`src/rtl/mcp_bus_sync_rx.sv`:
```
// rtl/mcp_bus_sync_rx.sv - destination-side controller of a multi-cycle-path bus synchronizer
//
// Purpose:
//   Consumes a request toggle that has already passed through a two-flop
//   synchronizer. It captures the quasi-static source bus and presents the
//   word on a valid/ready interface. It returns an acknowledge toggle to the
//   source domain, and flags requests that arrive while a word is still held.
//
// Ports:
//   clk          destination-domain clock
//   rst          asynchronous active-low reset, clears all state
//   req_sync     request toggle level, already synchronized into clk
//   bus_in       source bus, quasi-static while a request is outstanding
//   out_ready    downstream ready
//   overrun_clr  synchronous clear of the sticky overrun flag
//   out_data     captured word
//   out_valid    out_data holds an unconsumed word (HOLD state)
//   ack_tgl      acknowledge toggle level back to the source domain
//   overrun      sticky: request edge seen while a word was held
//   busy         high in HOLD state (same bit as out_valid)
module mcp_bus_sync_rx #(
  parameter int width    = 4,
  parameter bit ack_mode = 1'b0
) (
  input  logic             clk,
  input  logic             rst,
  input  logic             req_sync,
  input  logic [width-1:0] bus_in,
  input  logic             out_ready,
  input  logic             overrun_clr,
  output logic [width-1:0] out_data,
  output logic             out_valid,
  output logic             ack_tgl,
  output logic             overrun,
  output logic             busy
);

  typedef enum logic {IDLE = 1'b0, HOLD = 1'b1} state_t;

  state_t             state_q;
  logic               req_q;
  logic [width-1:0]   data_q;
  logic               ack_q;
  logic               overrun_q;
  logic               req_edge;

  // Each toggle of the request level, of either polarity, is one request.
  assign req_edge = req_sync ^ req_q;

  always_ff @(posedge clk or negedge rst) begin
    if (!rst) begin
      state_q   <= IDLE;
      req_q     <= 1'b0;
      data_q    <= '0;
      ack_q     <= 1'b0;
      overrun_q <= 1'b0;
    end else begin
      // The edge is always consumed, even when the request is dropped.
      req_q <= req_sync;

      // Set has priority over clear, so no violation is lost.
      if (req_edge && (state_q == HOLD)) begin
        overrun_q <= 1'b1;
      end else if (overrun_clr) begin
        overrun_q <= 1'b0;
      end

      case (state_q)
        IDLE: begin
          if (req_edge) begin
            data_q  <= bus_in;
            state_q <= HOLD;
            if (ack_mode) begin
              ack_q <= ~ack_q;
            end
          end
        end
        HOLD: begin
          // An edge arriving here is dropped; a transfer in the same cycle
          // still completes normally.
          if (out_ready) begin
            state_q <= IDLE;
            if (!ack_mode) begin
              ack_q <= ~ack_q;
            end
          end
        end
        default: state_q <= IDLE;
      endcase
    end
  end

  assign out_data  = data_q;
  assign out_valid = (state_q == HOLD);
  assign busy      = (state_q == HOLD);
  assign ack_tgl   = ack_q;
  assign overrun   = overrun_q;

endmodule
```
`config.mk`:
```
export PLATFORM = sky130hd
export DESIGN_NAME = mcp_bus_sync_rx
export DESIGN_NICKNAME = d
export VERILOG_FILES = /design/src/rtl/mcp_bus_sync_rx.sv
export SDC_FILE = /design/constraint.sdc
export NUM_CORES = 1
export LEC_CHECK = 0
export ABC_AREA = 1
export CELL_PAD_IN_SITES_DETAIL_PLACEMENT = 0
export CELL_PAD_IN_SITES_GLOBAL_PLACEMENT = 1
export CORE_MARGIN = 3
export CORE_UTILIZATION = 26
export CTS_BUF_LIST = sky130_fd_sc_hd__clkbuf_4 sky130_fd_sc_hd__clkbuf_8 sky130_fd_sc_hd__clkbuf_16
export DETAILED_ROUTE_END_ITERATION = 7
export PLACE_DENSITY = 0.77
export SLEW_MARGIN = 5
export SYNTH_ARGS = -nofsm -noshare
export SYNTH_HDL_FRONTEND = slang
export SYNTH_SLANG_ARGS = --single-unit
export TNS_END_PERCENT = 5
```
`constraint.sdc`:
```
create_clock -name clk -period 1.02 [get_ports clk]
set_input_delay 0.204 -clock clk [delete_from_list [all_inputs] [get_ports clk]]
set_output_delay 0.204 -clock clk [all_outputs]
set_load 0.005 [all_outputs]
```
==> impl_metrics.py <==
metrics = {
    "logic_synthesis": {
        "synthesis.instances": 33,
        "synthesis.area_per_instance_um2": 10.31,
        "synth_area_um2": 340.3,
        "synth-warning-count": 0,
        "synthesis.nets": 42,
        "ys_seq_elements": 8,
        "synthDistinctLibCells": 13,
        "register_area_share_after_synthesis_pct": 58.82,
    },
    "sta": {
        "rsz0062_at_grt": "yes",
        "setup_slack_after_layout_ps": -28.56,
        "slew-limit-headroom_pct": 76.35,
        "worst_pin_slew_ps": 353.7,
        "min_period_ps": 1049,
        "maximum_clock_rate_mhz": 953.7,
        "worst_clock_skew_ps": 0.5964,
        "finalHoldViolations": 0,
        "fin_setup_tns_ps": -38.81,
        "final.hold.worst_slack_ps": 237.2,
        "timing.final.crit_share_pct": 102.8,
        "finalSetupViolations": 2,
        "slew_viol_final": 0,
    },
    "die": {
        "floorplan.initialDensity_pct": 29.06,
        "placementRows": 12,
        "die_h_um": 42.18,
        "die_area_um2": 1779,
        "core_region_area_um2": 1171,
        "die_width_um": 42.18,
        "pin_count": 17,
    },
    "job": {
        "max_cap_viol_count": 0,
    },
    "global_routing": {
        "grt_pass1_vias": 277,
        "grt_pass1_wl_mm": 1.104,
        "global_route.overflow_total": 0,
        "globalRouteTotalUtil_pct": 8.208,
        "pin_count_of_the_biggest_net_entering_global_routing": 9,
        "antenna_violations_before_repair": 0,
    },
    "power": {
        "power.density_cell_area_nw_per_um2": 1961,
        "ir_drop_uv": 791.4,
        "power_leakage_nw": 0.2847,
    },
    "critical_path": {
        "arrival_time_of_the_worst_setup_path_ps": 840,
        "worstPathRequired_ps": 820,
        "worstPathMaxFanout": 2,
        "endpoint_kind": "primary output",
        "worst_r2r_startpoint": "busy$_DFF_PN0_",
        "timing.setup.critical_path_class": "reg2out",
        "critical_path.startpoint_type": "flop",
        "worst_setup_path_startpoint": "busy$_DFF_PN0_",
    },
    "outcome": {
        "violated_checks": "setup timing",
        "outcome": "finished, violations left",
    },
    "cts": {
        "clockRootBuffer": "clkbuf_4",
        "cts.sinks": 8,
        "path_clk_slew_ps": 50,
        "insertion_delay_ps": 240,
        "cts_inserted_buffers": 3,
        "cts_max_level": 1,
        "clock_path_buffers": 2,
        "tritoncts_clock_tree": "yes",
    },
    "finish": {
        "mostFrequentLayoutCell": "nand2_1",
        "fin_nets": 68,
        "syn_to_final_growth_pct": 63.97,
        "most_frequent_cells_in_the_layout": "nand2_1 (9), dfrtp_1 (8), clkdlybuf4s50_1 (8), clkbuf_2 (5), buf_4 (5)",
        "post-route-cell-area_um2": 558.0,
        "antennaDiodeCount": 0,
        "post-route-util_pct": 47.65,
        "drive_above_1_share_pct": 36.84,
    },
    "routing": {
        "dr_total_vias": 300,
        "ant_nets": 0,
        "drc_violation_count_after_routing": 0,
        "drt-wirelength-per-cell_um": 9.521,
        "vias_per_cell": 4.225,
        "dr.first_iter.drc_count": 5,
        "wirelength_um": 676,
        "drt_pass1_iterations": 2,
    },
    "place": {
        "dp.final_hpwl_um": 511.3,
        "gp_routability_congestion": 0.6536,
        "port_buffers": 16,
        "postPlaceCellArea_um2": 533.0,
    },
    "hold_path": {
        "hp-class": "in2async",
    },
}
## cells in the mapped netlist, drive strengths merged
cell | count | area share (%)
nand4 | 4 | 7.4
inv | 4 | 4.4
buf | 1 | 2.2
o21ai | 2 | 2.9
xnor2 | 1 | 2.6
dfrtp | 8 | 59
nand2 | 11 | 15
nand3 | 2 | 6.6
## layout make-up
class,count,area (um^2)
Clock buffer,3,22.52
Fill cell,126,613.1
Tap cell,14,17.52
Sequential cell,8,200.2
Inverter,4,20.02
Timing Repair Buffer,22,180.2
Multi-Input combinational cell,20,117.6
## worst paths after layout
kind                                      endpoint  slack [ps]  depth (start not counted)
hold / removal                     req_q$_DFF_PN0_         240                          1
setup / recovery                         out_valid         -30                          2
max in group asynchronous  out_data[2]$_DFFE_PN0P_         530                          1
setup reg to reg           out_data[3]$_DFFE_PN0P_           0                          6
min in group clk           out_data[1]$_DFFE_PN0P_         480                          2
hold reg to reg            out_data[1]$_DFFE_PN0P_         480                          2
## what timing repair did
item / CTS / global route
gates resized for setup: 22 / 7
pin swaps: 2 / 1
endpoints found under the hold margin: 0 / 0
setup buffers: 4 / 0
hold buffers: 0 / 0
endpoints found under the setup margin: 8 / 11
## state kept, by name (all words and copies together), names as in the netlist
register and cells:
req_q 1, ack_tgl 1, busy 1, out_data 4, overrun 1
## per-stage QoR
step	power [W]	cells	setup slack [ps]
after global placement	0.0008830	65	-172.0
after global routing	0.001173	71	-74.01
after detailed placement	0.0008818	65	-180.8
after CTS	0.001132	71	-50.18
final	0.001094	71	-28.56
after floorplan	0.0005956	33	195.1
## kinds of logic (layout without fill, tap and decap cells)
kind of cell / Yosys count / after routing / synth area share [%]
and+or+nand+nor: 17 / 17 / 29.04
DFF: 8 / 8 / 58.82
xor gates and xnor gates: 1 / 1 / 2.574
AOI/OAI and AO/OA: 2 / 2 / 2.938
buffers and inverters: 5 / 29 / 6.620
## worst max-delay path, cell delays in order (launching register included)
cell and delay, ps:
dfrtp_1 380, buf_6 120, buf_6 100
## metal layers
metal  GRT usage (%)  vias to the layer above  wire (um)
met5               0                        -          0
met4           3.727                        0          0
met3           2.575                        0         70
met2           12.16                       16        296
met1           10.79                      126        309
li1                -                      158          -
## power breakdown
group / total (W) / switching (W) / internal [W]
combinational: 0.000423 / 0.000166 / 0.000257
clock: 0.000222 / 0.0000888 / 0.000133
sequential: 0.000449 / 0.0000457 / 0.000404
Note: power is estimated with default switching activity, not from simulation.
